==> src/rtl/serial_add_sub_ctrl.sv <==
// rtl/serial_add_sub_ctrl.sv - bit-serial adder/subtractor with start/done handshake
//
// Purpose:
//    One full-adder cell, built from two half-adder cells plus an OR, is
//    time-shared across all WIDTH bit positions. The operands are processed
//    LSB first, and the carry between bit positions is held in a flop. This is
//    the area-minimal alternative to a ripple-carry adder: an operation takes
//    WIDTH+1 busy cycles, and the block accepts one operation per WIDTH+2 cycles.
//
// Optional feature:
//    SERIAL_ADD_SAT_EN - when defined, a result that overflows (two's
//    complement) is clamped to the maximum positive or minimum negative value.
//    When undefined, result is always the wrapped modulo-2^WIDTH value.
//
// Parameters:
//    WIDTH      operand/result width in bits, 2..32
//
// Ports:
//    clk        rising-edge clock
//    rst_n      asynchronous active-low reset
//    start      operation request, sampled only in IDLE
//    mode       0 = A+B, 1 = A-B, sampled with start
//    A, B       operands, sampled with start
//    busy       high while an operation is in RUN or DONE
//    done       one-cycle pulse when result/cout/overflow are updated
//    result     sum/difference, held until the next operation completes
//    cout       final carry; in subtract mode 1 = no borrow (A >= B unsigned)
//    overflow   two's-complement overflow of the operation

module serial_add_sub_ctrl #(
   parameter int WIDTH = 8
) (
   input  logic             clk,
   input  logic             rst_n,
   input  logic             start,
   input  logic             mode,
   input  logic [WIDTH-1:0] A,
   input  logic [WIDTH-1:0] B,
   output logic             busy,
   output logic             done,
   output logic [WIDTH-1:0] result,
   output logic             cout,
   output logic             overflow
);

   localparam int CW = (WIDTH > 2) ? $clog2(WIDTH) : 1;
   localparam logic [CW-1:0] CNT_LAST = CW'(WIDTH - 1);
   // Bit position whose carry-out is the carry into the MSB.
   localparam logic [CW-1:0] CNT_MSB_IN = CW'(WIDTH - 2);

   typedef enum logic [1:0] {
      S_IDLE = 2'd0,
      S_RUN  = 2'd1,
      S_DONE = 2'd2
   } state_t;

   state_t state;
   state_t next_state;

   logic [WIDTH-1:0] op_a;
   logic [WIDTH-1:0] op_b;
   logic [WIDTH-1:0] acc;
   logic [CW-1:0]    cnt;
   logic             carry;
   logic             carry_msb_in;

   // Shared full-adder cell: two half adders plus an OR of their carries.
   logic ha0_sum;
   logic ha0_carry;
   logic ha1_sum;
   logic ha1_carry;
   logic fa_sum;
   logic fa_carry;

   assign ha0_sum   = op_a[0] ^ op_b[0];
   assign ha0_carry = op_a[0] & op_b[0];
   assign ha1_sum   = ha0_sum ^ carry;
   assign ha1_carry = ha0_sum & carry;
   assign fa_sum    = ha1_sum;
   assign fa_carry  = ha0_carry | ha1_carry;

   // State register
   always_ff @(posedge clk or negedge rst_n) begin
      if (!rst_n) begin
         state <= S_IDLE;
      end else begin
         state <= next_state;
      end
   end

   // Next-state logic
   always_comb begin
      next_state = state;
      case (state)
         S_IDLE: begin
            if (start) begin
               next_state = S_RUN;
            end
         end
         S_RUN: begin
            if (cnt == CNT_LAST) begin
               next_state = S_DONE;
            end
         end
         S_DONE: begin
            next_state = S_IDLE;
         end
         default: begin
            next_state = S_IDLE;
         end
      endcase
   end

   // busy comes straight from the state register, so there is no path from
   // the inputs to this output.
   assign busy = (state != S_IDLE);

   // Datapath: operand shifters, carry flop, accumulator and output registers
   always_ff @(posedge clk or negedge rst_n) begin
      if (!rst_n) begin
         op_a         <= '0;
         op_b         <= '0;
         acc          <= '0;
         cnt          <= '0;
         carry        <= 1'b0;
         carry_msb_in <= 1'b0;
         done         <= 1'b0;
         result       <= '0;
         cout         <= 1'b0;
         overflow     <= 1'b0;
      end else begin
         done <= 1'b0;
         case (state)
            S_IDLE: begin
               if (start) begin
                  op_a  <= A;
                  // Subtraction is A + ~B + 1: invert B and seed the carry.
                  op_b  <= mode ? ~B : B;
                  carry <= mode;
                  cnt   <= '0;
                  acc   <= '0;
               end
            end
            S_RUN: begin
               op_a  <= op_a >> 1;
               op_b  <= op_b >> 1;
               // Sum bits enter at the MSB and move down, so after WIDTH
               // shifts the first (LSB) sum bit has reached bit 0.
               acc   <= {fa_sum, acc[WIDTH-1:1]};
               carry <= fa_carry;
               if (cnt == CNT_MSB_IN) begin
                  carry_msb_in <= fa_carry;
               end
               cnt   <= cnt + CW'(1);
            end
            S_DONE: begin
`ifdef SERIAL_ADD_SAT_EN
               // On overflow the final carry equals the sign of the true
               // result, so it picks which end of the range to clamp to.
               if (carry_msb_in ^ carry) begin
                  result <= carry ? {1'b1, {(WIDTH-1){1'b0}}}
                                  : {1'b0, {(WIDTH-1){1'b1}}};
               end else begin
                  result <= acc;
               end
`else
               result <= acc;
`endif
               cout     <= carry;
               overflow <= carry_msb_in ^ carry;
               done     <= 1'b1;
            end
            default: begin
            end
         endcase
      end
   end

endmodule

==> config.mk <==
export PLATFORM = sky130hd
export DESIGN_NAME = serial_add_sub_ctrl
export DESIGN_NICKNAME = d
export VERILOG_FILES = /design/src/rtl/serial_add_sub_ctrl.sv
export SDC_FILE = /design/constraint.sdc
export NUM_CORES = 1
export LEC_CHECK = 0
export CORE_MARGIN = 2
export CORE_UTILIZATION = 33
export CTS_CLUSTER_DIAMETER = 50
export CTS_CLUSTER_SIZE = 14
export DETAILED_ROUTE_END_ITERATION = 7
export MAX_ROUTING_LAYER = met4
export SKIP_CTS_REPAIR_TIMING = 1
export SLEW_MARGIN = 30
export SYNTH_ARGS = -nofsm -noshare
export SYNTH_HDL_FRONTEND = slang
export SYNTH_SLANG_ARGS = --single-unit
==> constraint.sdc <==
create_clock -name clk -period 1.74 [get_ports clk]
set_input_delay 0.348 -clock clk [delete_from_list [all_inputs] [get_ports clk]]
set_output_delay 0.348 -clock clk [all_outputs]
set_load 0.1 [all_outputs]
After elaboration in Yosys (flattened, before gate mapping). Cells that the tools add are included.

Mux-type cells: 15. Equal/unequal tests: 6. Reduce and logical (&&, ||, !) cells: 6. Bitwise logic cells: 7. Add/subtract/negate cells: 1.

Operators by type and width (number): 8-bit one-hot mux with 2 select lines (3); 8-bit two-way mux (4); 8-bit NOT (1); 3-bit equality test (second input constant) (2); 3-bit one-hot mux with 2 select lines (1); 2-bit AND reduction (3); 2-bit two-way mux (2); 2-bit inequality test (second input constant) (2); 2-bit one-hot mux with 2 select lines (1); 2-bit nonzero test (2); 3-bit by 1-bit adder with 3-bit output (second input constant) (1); 3-bit two-way mux (1); 1-bit XOR (3); 1-bit bitwise AND (2); 2-bit by 1-bit equality test with 1-bit output (second input constant) (1); 2-bit equality test (second input constant) (1); 2-bit zero test (1); 1-bit two-way mux (2); 1-bit one-hot mux with 2 select lines (1); 1-bit OR (1).

Register bits: 42. Bits of input ports: 20. Logic and storage cells: 46. Output and inout port bits: 12.

Logic depth before layout (Yosys ltp). Gate-level depths: netlist of the first run.

Depth in word-level cells: 4. Depth in mapped cells: 5. Mapped depth without buffers: 5.

Worst setup path after synthesis of the first run. Ideal clock, no wire load.

Path kind: reg2out. Start point: reg state[0]. End point: out busy. Arrival: 1266 ps. Path slack: 126 ps. Path buffers: 2. Required time: 1392 ps. Stages on the path, launching flop included: 4. Path through: dfrtp_1 buf_2 buf_1 or2_2.

Cells in the longest elaborated chain, start to end: 1.

Ends and longest elaborated chain: start: declaration (line 57) `state_t state;`; start signal: assignment (line 87) `state <= next_state;`; 2-bit nonzero test (line 116) `assign busy = (state != S_IDLE);`; end: declaration (line 39) `output logic busy,`.

No other way between the ends.

Final worst setup path of the first run. Same ends and word-level chain as after synthesis.

==> results.toml, run 1 <==
[timing]
period_minus_slack_ps = 1680
fin_crit_sh = 0.965
holdWs_ps = 110
relSlewSlack = 0.646
hold_viol_final = 0
drv_slew = 0
clock_skew_ps = 8.46
rsz0062_at_grt = "false"
setup_viol = 0
fmaxAchievable_mhz = 596
worst_slew_pin_slew_ps = 531

[setup_path]
cp_num_buf_inv = 1
critPathLaunchType = "flop"
crit_fanout = 13
rr_worst_depth = 3
cp.arrival_ps = 1330
critPathCaptureType = "output port"
crit_family = "flip-flops"
r2r_slack_ps = 330
required_ps = 1390
path_cells = "or2_2, buf_12"
critPathKind = "reg2out"
r2r-end = "op_b[5]"
crit_slowest_cell = "dfrtp_2"
max_stage_delay_ps = 500
r2r_start = "state[0]"

[finish]
drive_above_1_share = 0.225
fillerInstances = 521
nets = 236
ff_latch_area_mm2 = 0.00105
multi_input_area_um2 = 769
antennaDiodeCount = 0
syn2layout_area_growth_pct = 35.3

[floorplanning]
die_y_um = 80.1
fp.dieW_um = 80.1
die_area_mm2 = 0.00641
ios = 32
initial_core_util = 0.345
num_rows = 27
coreArea_mm2 = 0.00554

[yosys]
synthTopCellsByCount = "42 x dfrtp_1, 17 x o21ai_0, 15 x nand2_1, 11 x buf_2"
synthMostInstantiatedCell = "dfrtp_1"
yosysUniqueCellTypes = 29
yosysWarnings = 0
syn-instance-count = 170
yosysTopAreaCell = "dfrtp_1"
ys.flop_type = "dfrtp_1"
synthArstFlopShare = 1.00
synth_top_area_frac = 0.550
synth_edf_count = 0
syn_area_mm2 = 0.00191
synth_nets = 194
ys_seq_area_frac = 0.550
synth-seq-cells = 42
synth.avg_cell_area_um2 = 11.2
synth_area_leaders = "dfrtp_1 55%, mux2_2 4.7%, o21ai_0 4.5%, a22o_1 3.7%, xnor2_1 3.7%"

[cts]
cts_buffers = 5
clk_latency_ps = 290
cts_tree = "built"
ctsHtreeMaxLevel = 2
cts_buffer_depth = 2
clk_pin_slew_ps = 80
cts_sinks = 42
root_buffer = "clkbuf_8"

[power_and_ir_drop]
power_mw = 4.42
power_density_mw_per_mm2 = 1710
p_leak_nw = 1.15
peakVddDrop_v = 0.000778

[status]
status = "finished, final reports clean"

[global_route]
antenna_found_initial = 0
grt_use_total = 0.137
grt_pass1_vias = 1454
grt-ovfl-total = 0
grt_pass1_wl_mm = 6.67
grt_max_degree = 43

[job]
maxCapViolCount = 0

[drt]
via_count = 1394
drt-total-wl_mm = 3.81
wl_per_cell_um = 13.4
drc = 0
ant_nets = 0
viasPerCell = 4.89
drt_iter0_drc = 105
drtPass1Iterations = 4

[placed_design]
hpwlAfterDp_mm = 2.65
port_buffers = 31
gp_congestion = 0.737

[worst_hold_path]
hp-class = "in2async"
layer usage:
| layer | routed length (µm) | part of all wire | global-route usage | vias to the layer above |
|---|---|---|---|---|
| met1 | 1880 | 0.49 | 0.180 | 671 |
| li1 | - | - | - | 684 |
| met2 | 1700 | 0.45 | 0.201 | 32 |
| met5 | 0 | 0 | - | - |
| met4 | 62 | 0.016 | 0.0559 | 0 |
| met3 | 165 | 0.043 | 0.0348 | 7 |
worst reg2reg max path, cell delays in order (launching register included):
cell,delay (ps)
dfrtp_2,500
or3b_1,530
o32ai_1,180
a221o_1,150
where the power goes:
part / total, mW / switching, mW / internal, mW / leakage, nW
logic: 2.12 / 1.23 / 0.884 / 0.549
clock network: 0.654 / 0.335 / 0.319 / 0.0472
registers: 1.65 / 0.314 / 1.34 / 0.552
total: 4.42 / 1.88 / 2.54 / 1.15
cell families after synthesis:
kind of cell,count (synthesis),share of synthesized area
compound gates,54,0.194
xor+xnor,9,0.0413
fa+ha+maj,4,0.0301
buf+inv,20,0.0465
flops,42,0.550
mux,9,0.0524
simple gates,32,0.0852
sequential cells by signal (all words and copies together), names as in the netlist:
signal / cells
cnt: 3
done: 1
state: 2
cout: 1
acc: 8
overflow: 1
carry: 1
carry_msb_in: 1
result: 8
op_b: 8
op_a: 8
per-stage QoR:
| stage | setup slack, ps | TNS [ps] | cell area (µm²) | util | std cells |
|---|---|---|---|---|---|
| 2_1_floorplan | 126 | 0 | 1910 | - | 170 |
| 3_3_place_gp | 47.8 | 0 | 2490 | 0.449 | 277 |
| 3_5_place_dp | 18.3 | 0 | 2490 | 0.449 | 277 |
| 4_1_cts | -7.23 | -7.23 | 2580 | 0.466 | 285 |
| 5_1_grt | 17.1 | 0 | 2580 | 0.466 | 285 |
| 6_report | 61.5 | 0 | 2580 | 0.466 | 285 |
final cells by class:
class	count	area share
timing repair buffer	47	0.211
sequential	42	0.408
clock inverter	2	0.00484
tap	72	0.0349
clock buffer	6	0.0320
inverter	8	0.0116
multi-input combinational	108	0.298
placed cells by master, fill, tap and decap left out, drive strengths merged, types with 2 or more instances in the layout:
| cell | count |
|---|---|
| xnor2 | 8 |
| ha | 3 |
| nand2 | 15 |
| a22o | 8 |
| a221o | 3 |
| a21oi | 8 |
| o221ai | 3 |
| dfrtp | 42 |
| clkdlybuf4s50 | 18 |
| a22oi | 7 |
| clkbuf | 6 |
| nand2b | 2 |
| inv | 8 |
| nor2b | 7 |
| buf | 29 |
| o21ai | 17 |
| and2b | 2 |
| mux2 | 8 |
| a2bb2oi | 2 |
| nor2 | 3 |
| o32ai | 3 |
worst max path at each step:
| stage | start | endpoint | slack, ps | cells past startpoint |
|---|---|---|---|---|
| after floorplan | state[0] | busy | 130 | 3 |
| after global placement | start | op_b[0] | 50 | 4 |
| after detailed placement | start | op_b[5] | 20 | 4 |
| after CTS | state[0] | busy | -7 | 2 |
| after global routing | state[0] | busy | 20 | 2 |
| final | state[0] | busy | 60 | 2 |
Power figures use the tool's default switching activity.
==> run 2, diff against run 1 <==
--- a/config.mk
+++ b/config.mk
@@ -11,7 +11,9 @@
 export CTS_CLUSTER_SIZE = 14
 export DETAILED_ROUTE_END_ITERATION = 7
 export MAX_ROUTING_LAYER = met4
+export PLACE_DENSITY_LB_ADDON = 0.12
 export SKIP_CTS_REPAIR_TIMING = 1
+export SKIP_LAST_GASP = 1
 export SLEW_MARGIN = 30
 export SYNTH_ARGS = -nofsm -noshare
 export SYNTH_HDL_FRONTEND = slang
==> run 2 against run 1 <==
Sequential share of layout area decreased by 0.077 points. Highest routed layer unchanged. Utilization about the same. Sequential power about the same. Power decreased by 0.58%. Clock-buffer cell count decreased by 1. The flow now finishes with violations (negative hold slack). Die area unchanged. Worst setup slack improved by 14 ps. Via count increased by 4.1%.
==> results.toml, run 2 (synthesized netlist as in run 1, its figures left out) <==
[floorplanning]
num_rows = 27
ios = 32
die_area_mm2 = 0.00641
initial_core_util = 0.345
fp.dieW_um = 80.1
die_y_um = 80.1
coreArea_mm2 = 0.00554

[power_and_ir_drop]
p_leak_nw = 1.15
peakVddDrop_v = 0.000696
power_density_mw_per_mm2 = 1700
power_mw = 4.40

[drt]
viasPerCell = 5.13
via_count = 1451
drtPass1Iterations = 4
wl_per_cell_um = 14.2
ant_nets = 0
drc = 0
drt-total-wl_mm = 4.02
drt_iter0_drc = 50

[global_route]
grt_pass1_vias = 1440
grt_use_total = 0.144
grt_max_degree = 25
grt-ovfl-total = 0
grt_pass1_wl_mm = 6.94
antenna_found_initial = 0

[timing]
holdWs_ps = -6.70
setup_tns_ps = 0
fmaxAchievable_mhz = 601
rsz0062_at_grt = "false"
period_minus_slack_ps = 1660
hold_viol_final = 18
relSlewSlack = 0.692
drv_slew = 0
worst_slew_pin_slew_ps = 462
setup_viol = 0
clock_skew_ps = 3.74
fin_crit_sh = 0.957

[worst_hold_path]
hp-class = "in2async"

[setup_path]
required_ps = 1390
crit_fanout = 11
critPathKind = "reg2out"
cp.arrival_ps = 1320
critPathLaunchType = "flop"
critPathCaptureType = "output port"

[finish]
drive_above_1_share = 0.209
finalNonFillerCells = 283
nets = 235
syn2layout_area_growth_pct = 35.3
final_cell_mix = "42 x dfrtp_1, 18 x clkdlybuf4s50_1, 17 x o21ai_0"
layout_commonest_cell = "dfrtp_1"
antennaDiodeCount = 0
fillerInstances = 547

[cts]
root_buffer = "clkbuf_8"
cts_buffer_depth = 2
cts_sinks = 42
clk_latency_ps = 290
ctsHtreeMaxLevel = 2
clk_pin_slew_ps = 80
cts_tree = "built"
cts_buffers = 5

[placed_design]
dp.cells = 276
port_buffers = 31
gp_congestion = 0.768
hpwlAfterDp_mm = 2.95

[job]
maxCapViolCount = 0

[status]
status = "finished with violations"
violations = "negative hold slack"
-- run 2: cell types whose count changed in the layout (fill, tap and decap cells not counted) --
cell / previous run / this run
buf_4: 16 / 13
buf_12: 12 / 14
dfrtp_1: 40 / 42
clkbuf_8: 6 / 5
clkinvlp_4: 1 / 0
dfrtp_2: 2 / 0
clkinv_2: 1 / 2
-- run 2: final timing paths --
kind | slack (ps) | startpoint | cells after the start | to
max reg2reg | 220 | state[0] | 4 | op_b[5]
max | 80 | state[1] | 2 | busy
min reg2reg | 500 | op_b[3] | 2 | op_b[3]
max in group asynchronous | 1270 | rst_n | 2 | cnt[2]
min | -7 | rst_n | 1 | acc[4]
min in group clk | 500 | op_b[3] | 2 | op_b[3]
-- run 2: routing by layer --
metal,track usage,routed length (µm),vias up
met3,0.0360,241,4
met5,-,0,-
met4,0.0407,23,0
met2,0.238,2040,41
met1,0.176,1710,720
li1,-,-,686
-- run 2: metrics by stage --
stage	worst slack [ps]	utilization	instance area, µm²
finish	75.2	0.466	2580
global route	14.9	0.466	2580
CTS	62.3	0.466	2580
detailed placement	-2.75	0.452	2500
global placement	40.1	0.452	2500
floorplan	126	-	1910
-- run 2: power breakdown --
part	switching, mW	internal (mW)
Sequential	0.299	1.34
Combinational	1.27	0.902
Clock	0.322	0.270
Total	1.89	2.51
-- run 2: cell type report --
cell class | instances | area, µm² | area share
clock buffer | 5 | 68.8 | 0.0266
clock inverter | 2 | 10.0 | 0.00388
inverter | 8 | 30.0 | 0.0116
multi-input combinational | 108 | 769 | 0.298
sequential | 42 | 1050 | 0.407
tap | 72 | 90.1 | 0.0349
timing repair buffer | 46 | 563 | 0.218
-- run 2: critical path: stages (launching register included) --
cell and delay (ps):
dfrtp_1 500, or2_2 350, buf_12 170
